[config.mk]
export PLATFORM = sky130hd
export DESIGN_NAME = head_ptr_table
export DESIGN_NICKNAME = d
export VERILOG_FILES = /design/src/rtl/head_ptr_table.sv
export SDC_FILE = /design/constraint.sdc
export NUM_CORES = 2
export LEC_CHECK = 0
export ABC_CLOCK_PERIOD_IN_PS = 15400
export BUFFER_PORTS_ARGS = -buffer_cell sky130_fd_sc_hd__clkbuf_2
export CELL_PAD_IN_SITES_DETAIL_PLACEMENT = 1
export CELL_PAD_IN_SITES_GLOBAL_PLACEMENT = 2
export CORE_UTILIZATION = 30
export DETAILED_ROUTE_END_ITERATION = 7
export GPL_TIMING_DRIVEN = 1
export PLACE_DENSITY = 0.58
export SYNTH_ARGS = -nofsm -noshare
export SYNTH_HDL_FRONTEND = slang
export SYNTH_SLANG_ARGS = --single-unit
export TNS_END_PERCENT = 1
[constraint.sdc]
create_clock -name clk_i -period 15.4 [get_ports clk_i]
set_clock_uncertainty 0.15 [all_clocks]
set_input_delay 1.54 -clock clk_i [delete_from_list [all_inputs] [get_ports clk_i]]
set_output_delay 1.54 -clock clk_i [all_outputs]
set_load 0.1 [all_outputs]
[src/rtl/head_ptr_table.sv]
// -----------------------------------------------------------------------------
// head_ptr_table
//
// Bucket head-pointer lookup stage. Each bucket stores {ptr, val} in a simple
// dual-port RAM (one read, one write) with a 2-cycle registered read path.
// Lookup tasks are accepted with a valid/ready handshake. Each accepted task
// reads its bucket entry, and the task plus its {ptr, val} is pushed into a
// 4-entry output FIFO whose head drives the outputs.
//
// After reset the block sweeps the whole table and writes val=0 into every
// entry (CLEAR state) before it accepts lookups (RUN state).
//
// An occupancy counter covers reads in flight plus FIFO entries. It gates
// acceptance, so the FIFO can never overflow and results keep their
// acceptance order.
//
// Optional feature (compile-time macro):
//   HEAD_PTR_TABLE_BYPASS_EN - a head-table write to the bucket of a read that
//   is issued in the same cycle, or is in either read latency stage, replaces
//   that read's result with the written value. The newest write wins.
//   Without the macro, reads return the RAM contents as they were when the
//   read was issued.
//
// Ports:
//   clk_i             - clock, rising edge
//   rst_i             - asynchronous reset, active low
//   task_i            - lookup task payload (opaque, passed through)
//   task_bucket_i     - bucket index to look up
//   task_valid_i      - lookup request valid
//   task_ready_o      - lookup request ready
//   wr_addr_i         - head-table write bucket
//   wr_data_ptr_i     - head-table write pointer
//   wr_data_ptr_val_i - head-table write valid flag
//   wr_en_i           - head-table write enable (ignored while clearing)
//   pdata_o           - task forwarded to the data table
//   head_ptr_o        - head pointer of the looked-up bucket
//   head_ptr_val_o    - valid flag of the looked-up bucket
//   pdata_valid_o     - output valid (FIFO not empty)
//   pdata_ready_i     - output ready
//   clear_busy_o      - high while the clear sweep runs
// -----------------------------------------------------------------------------
module head_ptr_table #(
  parameter int BUCKET_WIDTH = 8,
  parameter int PTR_WIDTH    = 10,
  parameter int TASK_WIDTH   = 64
) (
  input  logic                    clk_i,
  input  logic                    rst_i,
  input  logic [TASK_WIDTH-1:0]   task_i,
  input  logic [BUCKET_WIDTH-1:0] task_bucket_i,
  input  logic                    task_valid_i,
  output logic                    task_ready_o,
  input  logic [BUCKET_WIDTH-1:0] wr_addr_i,
  input  logic [PTR_WIDTH-1:0]    wr_data_ptr_i,
  input  logic                    wr_data_ptr_val_i,
  input  logic                    wr_en_i,
  output logic [TASK_WIDTH-1:0]   pdata_o,
  output logic [PTR_WIDTH-1:0]    head_ptr_o,
  output logic                    head_ptr_val_o,
  output logic                    pdata_valid_o,
  input  logic                    pdata_ready_i,
  output logic                    clear_busy_o
);

  localparam int DEPTH  = 1 << BUCKET_WIDTH;
  localparam int ENT_W  = PTR_WIDTH + 1;
  localparam int FIFO_W = TASK_WIDTH + ENT_W;

  typedef enum logic {
    ST_CLEAR = 1'b0,
    ST_RUN   = 1'b1
  } state_t;

  state_t                  state_r, state_nxt_s;
  logic [BUCKET_WIDTH-1:0] sweep_r, sweep_nxt_s;

  logic [ENT_W-1:0]        mem_r [DEPTH];
  logic                    ram_we_s;
  logic [BUCKET_WIDTH-1:0] ram_waddr_s;
  logic [ENT_W-1:0]        ram_wdata_s;
  logic [ENT_W-1:0]        wr_ent_s;
  logic [ENT_W-1:0]        ram_rd_s;

  logic                    s1_vld_r, s2_vld_r;
  logic [TASK_WIDTH-1:0]   s1_task_r, s2_task_r;
  logic [ENT_W-1:0]        s1_ent_r, s2_ent_r;
  logic [ENT_W-1:0]        s1_in_s, s2_in_s, fifo_ent_s;

  logic [FIFO_W-1:0]       fifo_mem_r [4];
  logic [1:0]              wr_ptr_r, rd_ptr_r;
  logic [2:0]              fifo_cnt_r, fifo_cnt_nxt_s;
  logic [2:0]              occ_r, occ_nxt_s;

  logic                    task_ready_r, pdata_valid_r, clear_busy_r;
  logic                    accept_s, push_s, pop_s;

  assign wr_ent_s = {wr_data_ptr_i, wr_data_ptr_val_i};
  assign accept_s = task_valid_i && task_ready_r;
  assign push_s   = s2_vld_r;
  assign pop_s    = pdata_valid_r && pdata_ready_i;

  // FSM next state and sweep counter: CLEAR walks every bucket once, then RUN
  always_comb begin
    state_nxt_s = state_r;
    sweep_nxt_s = sweep_r;
    case (state_r)
      ST_CLEAR: begin
        sweep_nxt_s = sweep_r + BUCKET_WIDTH'(1);
        if (sweep_r == {BUCKET_WIDTH{1'b1}}) begin
          state_nxt_s = ST_RUN;
        end else begin
          state_nxt_s = ST_CLEAR;
        end
      end
      ST_RUN: begin
        state_nxt_s = ST_RUN;
        sweep_nxt_s = sweep_r;
      end
      default: begin
        state_nxt_s = ST_CLEAR;
        sweep_nxt_s = '0;
      end
    endcase
  end

  // FSM state and sweep counter registers
  always_ff @(posedge clk_i or negedge rst_i) begin
    if (!rst_i) begin
      state_r <= ST_CLEAR;
      sweep_r <= '0;
    end else begin
      state_r <= state_nxt_s;
      sweep_r <= sweep_nxt_s;
    end
  end

  // RAM write port: the clear sweep owns it in CLEAR, the engines own it in RUN
  always_comb begin
    ram_we_s    = 1'b0;
    ram_waddr_s = '0;
    ram_wdata_s = '0;
    if (state_r == ST_CLEAR) begin
      ram_we_s    = 1'b1;
      ram_waddr_s = sweep_r;
      ram_wdata_s = '0;
    end else begin
      ram_we_s    = wr_en_i;
      ram_waddr_s = wr_addr_i;
      ram_wdata_s = wr_ent_s;
    end
  end

  // Head table storage; no reset because the clear sweep initialises it
  always_ff @(posedge clk_i) begin
    if (ram_we_s) begin
      mem_r[ram_waddr_s] <= ram_wdata_s;
    end
  end

  assign ram_rd_s = mem_r[task_bucket_i];

`ifdef HEAD_PTR_TABLE_BYPASS_EN
  logic                    user_we_s;
  logic [BUCKET_WIDTH-1:0] s1_addr_r, s2_addr_r;

  assign user_we_s = (state_r == ST_RUN) && wr_en_i;

  // Forwarding: each stage picks up a same-cycle write to its bucket. A stage
  // overwritten later simply takes the later data, so the newest write wins.
  always_comb begin
    s1_in_s    = ram_rd_s;
    s2_in_s    = s1_ent_r;
    fifo_ent_s = s2_ent_r;
    if (user_we_s && (wr_addr_i == task_bucket_i)) begin
      s1_in_s = wr_ent_s;
    end else begin
      s1_in_s = ram_rd_s;
    end
    if (user_we_s && (wr_addr_i == s1_addr_r)) begin
      s2_in_s = wr_ent_s;
    end else begin
      s2_in_s = s1_ent_r;
    end
    if (user_we_s && (wr_addr_i == s2_addr_r)) begin
      fifo_ent_s = wr_ent_s;
    end else begin
      fifo_ent_s = s2_ent_r;
    end
  end

  // Bucket address pipeline, only needed for forwarding comparisons
  always_ff @(posedge clk_i or negedge rst_i) begin
    if (!rst_i) begin
      s1_addr_r <= '0;
      s2_addr_r <= '0;
    end else begin
      if (accept_s) begin
        s1_addr_r <= task_bucket_i;
      end
      if (s1_vld_r) begin
        s2_addr_r <= s1_addr_r;
      end
    end
  end
`else
  // No forwarding: the entry read when the lookup was issued is returned
  always_comb begin
    s1_in_s    = ram_rd_s;
    s2_in_s    = s1_ent_r;
    fifo_ent_s = s2_ent_r;
  end
`endif

  // Two-stage read pipeline carrying the task alongside its table entry
  always_ff @(posedge clk_i or negedge rst_i) begin
    if (!rst_i) begin
      s1_vld_r  <= 1'b0;
      s2_vld_r  <= 1'b0;
      s1_task_r <= '0;
      s2_task_r <= '0;
      s1_ent_r  <= '0;
      s2_ent_r  <= '0;
    end else begin
      s1_vld_r <= accept_s;
      s2_vld_r <= s1_vld_r;
      if (accept_s) begin
        s1_task_r <= task_i;
        s1_ent_r  <= s1_in_s;
      end
      if (s1_vld_r) begin
        s2_task_r <= s1_task_r;
        s2_ent_r  <= s2_in_s;
      end
    end
  end

  // Occupancy and FIFO fill next values; simultaneous inc/dec cancel out
  always_comb begin
    occ_nxt_s      = occ_r;
    fifo_cnt_nxt_s = fifo_cnt_r;
    case ({accept_s, pop_s})
      2'b10:   occ_nxt_s = occ_r + 3'd1;
      2'b01:   occ_nxt_s = occ_r - 3'd1;
      default: occ_nxt_s = occ_r;
    endcase
    case ({push_s, pop_s})
      2'b10:   fifo_cnt_nxt_s = fifo_cnt_r + 3'd1;
      2'b01:   fifo_cnt_nxt_s = fifo_cnt_r - 3'd1;
      default: fifo_cnt_nxt_s = fifo_cnt_r;
    endcase
  end

  // Output FIFO storage and pointers; occupancy gating guarantees no overflow
  always_ff @(posedge clk_i or negedge rst_i) begin
    if (!rst_i) begin
      for (int i = 0; i < 4; i++) begin
        fifo_mem_r[i] <= '0;
      end
      wr_ptr_r   <= 2'd0;
      rd_ptr_r   <= 2'd0;
      fifo_cnt_r <= 3'd0;
      occ_r      <= 3'd0;
    end else begin
      if (push_s) begin
        fifo_mem_r[wr_ptr_r] <= {s2_task_r, fifo_ent_s};
        wr_ptr_r             <= wr_ptr_r + 2'd1;
      end
      if (pop_s) begin
        rd_ptr_r <= rd_ptr_r + 2'd1;
      end
      fifo_cnt_r <= fifo_cnt_nxt_s;
      occ_r      <= occ_nxt_s;
    end
  end

  // Registered handshake/status outputs, computed from next-state values
  always_ff @(posedge clk_i or negedge rst_i) begin
    if (!rst_i) begin
      task_ready_r  <= 1'b0;
      pdata_valid_r <= 1'b0;
      clear_busy_r  <= 1'b1;
    end else begin
      task_ready_r  <= (state_nxt_s == ST_RUN) && (occ_nxt_s < 3'd4);
      pdata_valid_r <= (fifo_cnt_nxt_s != 3'd0);
      clear_busy_r  <= (state_nxt_s == ST_CLEAR);
    end
  end

  assign task_ready_o  = task_ready_r;
  assign pdata_valid_o = pdata_valid_r;
  assign clear_busy_o  = clear_busy_r;
  assign {pdata_o, head_ptr_o, head_ptr_val_o} = fifo_mem_r[rd_ptr_r];

endmodule

==> results.md <==
| Step | Result | Value |
| --- | --- | --- |
| run status | Run status | complete, no violations |
| synthesis | Yosys top cell area share | 65.5% |
| clock network | Number of clock sinks | 3290 |
| setup path | Setup crit start | task_bucket_i[1] |
| clock network | Root Buffer Master | sky130_fd_sc_hd__clkbuf_16 |
| sta | Sum Neg Setup Slack | 0 ps |
| drt | Count of nets left with antenna violations after detail routing | 0 |
| layout | Register area | 96400 µm² |
| setup path | Crit path max fanout | 58 |
| drt | Average vias per placed instance | 5.08 |
| flow run | Reported max-cap violation count | 0 |
| global route | Largest net degree at the start of global routing | 202 |
| setup path | Start of the worst register-to-register path | state_r$_DFF_PN0_ |
| clock network | Number of buffers on the longest clock path | 4 |
| setup path | WP buf/inv | 5 |
| global route | Total global routing overflow | 0 |
| floorplanning | Chip width | 658 µm |
| setup path | Critical Setup Path Class | in -> reg |
| setup path | Most used cell, CP | sky130_fd_sc_hd__buf_4 |
| floorplanning | Core footprint | 428000 µm² |
| layout | Net count of the finished layout | 7105 |
| global route | Number of global-route vias before repair | 69500 |
| floorplanning | Cell row count | 240 |
| drt | Total detailed-routing wirelength | 378000 µm |
| placement | GPL Wtd Cong | 0.804 |
| setup path | Category of cells accounting for the largest share of critical-path delay | buffers and inverters |
| clock network | Post-CTS Setup Inserts | 0 |
| sta | Number of max-slew violations in the final report | 0 |
| setup path | Data required time at the worst endpoint | 16110 ps |
| setup path | Critical path's slowest cell | sky130_fd_sc_hd__nor4_1 |
| sta | Unrepaired setup endpoints after global routing | no |
| synthesis | Number of warnings printed during yosys synthesis | 0 |
| power | Worst IR Drop VDD | 96.9 µV |
| drt | Vias after detailed routing | 65900 |
| setup path | Length in cells of the worst reg-to-reg path | 4 |
| clock network | Clock tree from TritonCTS | built |
| setup path | Data arrival, critical path | 7000 ps |
| synthesis | Yosys cell types | 73 |
| synthesis | Predominant post-synthesis flop cell | sky130_fd_sc_hd__edfxtp_1 |
| floorplanning | Num ports | 174 |
| synthesis | Sequential fraction of the synthesis area | 74.7% |
| setup path | CP peak stage delay | 940 ps |
| synthesis | Average size of a mapped cell | 19.6 µm² |
| placement | Count of placed standard cells including taps | 12300 |
| setup path | Type of destination of the critical path | flip-flop |
| clock network | Deepest level of the CTS H-tree | 5 |
| min path | Class of the tightest hold or removal check | reg -> reg |
| synthesis | Number of flops mapped to enable cells by yosys | 2816 |
| clock network | Skew-Pair Late Insertion Delay | 970 ps |
| setup path | Reg-to-reg setup timing slack | 10210 ps |
| power | Total power per unit cell area | 128 nW/µm² |
| sta | Setup-violating endpoint count in the final report | 0 |
| layout | Area of the multi-input gates | 30300 µm² |
| global route | Global-route total usage across every layer | 17.1% |
| placement | DP Wirelength | 226000 µm |
| synthesis | Post-synth top area cell | sky130_fd_sc_hd__edfxtp_1 |
| sta | Slew margin rel. | 6.51% |
| global route | Wire length of the first global-routing pass | 538000 µm |
| layout | Count of non-filler cells in the finished layout | 13000 |
| clock network | Quantity of gates resized following cts | 0 |
| sta | Fin. Hold Viols | 0 |
| floorplanning | Starting density of the core | 30.2% |
| clock network | Cts hold-fix bufs | 0 |
| setup path | Critical path depth | 12 |
| layout | Area Overhead vs Synth | 15.2% |
| power | Leak | 44.6 nW |
| setup path | Cells along the critical path | buf_8 -> buf_4 -> buf_4 -> buf_4 -> mux2i_1 -> a221oi_1 -> o21ai_0 -> nand2_1 -> nand3_1 -> nor4_1 -> buf_4 -> a211o_1 |
| clock network | Clock transition at the register clock pins on the worst setup and hold paths after CTS | 60 ps |
| synthesis | Cell count after synthesis | 6589 |
| global route | Antenna violations before repair | 29 |
| sta | Fin crit share | 40.9% |
| setup path | Startpoint types | primary input |
| sta | Minimum clock period | 6300 ps |
| layout | Share of cells above drive strength 1 | 26.8% |
| floorplanning | Die outline height | 658 µm |
| synthesis | Net Count, Synth | 6692 |
| synthesis | Share of synthesized registers carrying an async set or reset | 14.4% |
| layout | Number of filler instances in the final layout | 42400 |
| drt | Mean routed wirelength per cell | 29.1 µm |
| placement | Number of buffer cells added on primary ports | 173 |
| sta | Tightest Pin Transition | 1400 ps |
| drt | Starting DRC count in detailed routing | 6066 |
| clock network | Total clock buffers created by CTS | 370 |
| floorplanning | Die area | 433000 µm² |
| synthesis | Cell types occupying the most area after synthesis | sky130_fd_sc_hd__edfxtp_1 (66%), sky130_fd_sc_hd__dfrtp_1 (9.2%), sky130_fd_sc_hd__mux4_2 (8.7%), sky130_fd_sc_hd__mux2i_1 (4.7%), sky130_fd_sc_hd__mux2_2 (3.9%) |
| drt | Remaining routing DRC violations | 0 |
| synthesis | Post-synthesis cell area | 129000 µm² |
| setup path | Last element of the critical path | s1_ent_r[7]$_DFFE_PN0P_ |
| setup path | Reg2Reg Capture Point | mem_r[52][8]$_DFFE_PP_ |
| sta | Achievable Freq | 0.159 GHz |
| drt | Drt pass-1 iters | 5 |
| synthesis | Count of state elements after synthesis | 3290 |
layout make-up:
cell class              count  share of cell area (%)
clock inverters           176                    1.16
flip-flops and latches   3290                    64.9
well taps                5687                    4.79
clock buffers             492                    6.73
diodes                      7                  0.0118
repair buffers            437                    2.05
multi-input cells        2882                    20.3
inverters                  21                  0.0589
cell families (layout without fill, tap and decap cells):
kind of cell | after synthesis | in the layout | share of synthesized area (%)
buf+inv | 417 | 1126 | 2.02
fa+ha+maj | 7 | 7 | 0.0795
compound gates | 679 | 679 | 3.64
mux | 1553 | 1553 | 17.4
xor+xnor | 15 | 15 | 0.102
flops | 3290 | 3290 | 74.7
simple gates | 628 | 628 | 2.11
other cells | 0 | 7 | 0
layer usage:
metal  global-route usage, %  wire length [µm]
met3                    2.05             17300
met1                    23.8            168000
met5                       0                21
met4                    4.67             10600
met2                    28.3            182000
Yosys cell counts, types with 4 or more instances:
cell,n
sky130_fd_sc_hd__a211oi_1,65
sky130_fd_sc_hd__inv_1,18
sky130_fd_sc_hd__and3_1,4
sky130_fd_sc_hd__buf_4,37
sky130_fd_sc_hd__dfrtp_1,473
sky130_fd_sc_hd__nor3_1,36
sky130_fd_sc_hd__a221oi_1,56
sky130_fd_sc_hd__nand2b_1,18
sky130_fd_sc_hd__a2111oi_0,6
sky130_fd_sc_hd__buf_8,15
sky130_fd_sc_hd__a22o_1,9
sky130_fd_sc_hd__or3_1,5
sky130_fd_sc_hd__xnor2_1,11
sky130_fd_sc_hd__clkbuf_1,176
sky130_fd_sc_hd__o32ai_1,15
sky130_fd_sc_hd__a211o_1,18
sky130_fd_sc_hd__buf_1,19
sky130_fd_sc_hd__o221ai_1,91
sky130_fd_sc_hd__mux4_2,496
sky130_fd_sc_hd__o21ai_0,87
sky130_fd_sc_hd__ha_1,5
sky130_fd_sc_hd__a21oi_1,77
sky130_fd_sc_hd__nand3_1,54
sky130_fd_sc_hd__o21ai_1,10
sky130_fd_sc_hd__nand4_1,11
sky130_fd_sc_hd__nor2_1,303
sky130_fd_sc_hd__buf_2,74
sky130_fd_sc_hd__and2_1,17
sky130_fd_sc_hd__a22oi_1,23
sky130_fd_sc_hd__edfxtp_1,2816
sky130_fd_sc_hd__nand2_1,149
sky130_fd_sc_hd__o22ai_1,174
sky130_fd_sc_hd__nand3b_1,4
sky130_fd_sc_hd__mux2i_1,600
sky130_fd_sc_hd__mux2_2,451
sky130_fd_sc_hd__a31oi_1,21
sky130_fd_sc_hd__buf_12,9
sky130_fd_sc_hd__buf_6,65
sky130_fd_sc_hd__nor4_1,9
sky130_fd_sc_hd__nor2b_1,8
sky130_fd_sc_hd__mux4_1,6
sky130_fd_sc_hd__xor2_1,4
per-stage QoR:
stage / hold WS, ps / area [µm²] / util (%) / power [mW] / worst slack [ps]
after detailed placement: 335 / 137000 / 32.0 / 10.6 / 8140
after floorplan: 239 / 129000 / - / 10.3 / 9600
after global routing: 365 / 149000 / 34.7 / 19.6 / 8900
final: 337 / 149000 / 34.7 / 19.0 / 9100
after global placement: 301 / 137000 / 32.0 / 10.6 / 7680
after CTS: 346 / 149000 / 34.7 / 19.3 / 9130
worst reg2reg max path, cell delays in order (launching register included):
cell and delay, ps:
sky130_fd_sc_hd__dfrtp_2 730, sky130_fd_sc_hd__o32ai_1 1070, sky130_fd_sc_hd__nand3_1 1090, sky130_fd_sc_hd__buf_4 620, sky130_fd_sc_hd__nor2_1 1090
how the worst min path moves through the flow:
| stage | slack [ps] | cells after the start | to | startpoint |
|---|---|---|---|---|
| 5_1_grt | 360 | 1 | fifo_mem_r[124]$_DFFE_PN0P_ | fifo_mem_r[124]$_DFFE_PN0P_ |
| 3_3_place_gp | 300 | 1 | fifo_cnt_r[2]$_DFF_PN0_ | fifo_cnt_r[2]$_DFF_PN0_ |
| 6_report | 340 | 1 | fifo_cnt_r[2]$_DFF_PN0_ | fifo_cnt_r[2]$_DFF_PN0_ |
| 3_5_place_dp | 330 | 1 | fifo_cnt_r[2]$_DFF_PN0_ | fifo_cnt_r[2]$_DFF_PN0_ |
| 2_1_floorplan | 240 | 0 | push_s$_DFF_PN0_ | s1_vld_r$_DFF_PN0_ |
| 4_1_cts | 350 | 1 | fifo_cnt_r[2]$_DFF_PN0_ | fifo_cnt_r[2]$_DFF_PN0_ |
where the power goes:
part | internal, mW | switching, mW
Sequential | 9.59 | 0.0624
Combinational | 0.263 | 0.507
Clock | 5.01 | 3.62
Total | 14.9 | 4.19
layout by cell type (no fill, tap or decap), drive strengths merged, types with 15 or more instances in the layout:
cell	n
a31oi	21
o221ai	93
bufinv	26
a211o	18
mux2i	600
mux2	451
nand2b	18
and2	17
a22oi	23
nor2	303
a221oi	56
clkinv	130
nand3	55
clkbuf	661
buf	268
o21ai	97
dfrtp	473
o32ai	15
nand2	149
inv	33
nor3	36
o22ai	174
mux4	502
a211oi	65
a21oi	77
edfxtp	2816
sequential cells by signal (all words and copies together) (netlist names), 3 cells and up:
signal / flops
mem_r: 2816
s1_task_r: 64
fifo_ent_s: 11
occ_r: 3
sweep_r: 8
fifo_cnt_r: 3
s1_ent_r: 11
s2_task_r: 64
fifo_mem_r: 300
Power figures use the tool's default switching activity.
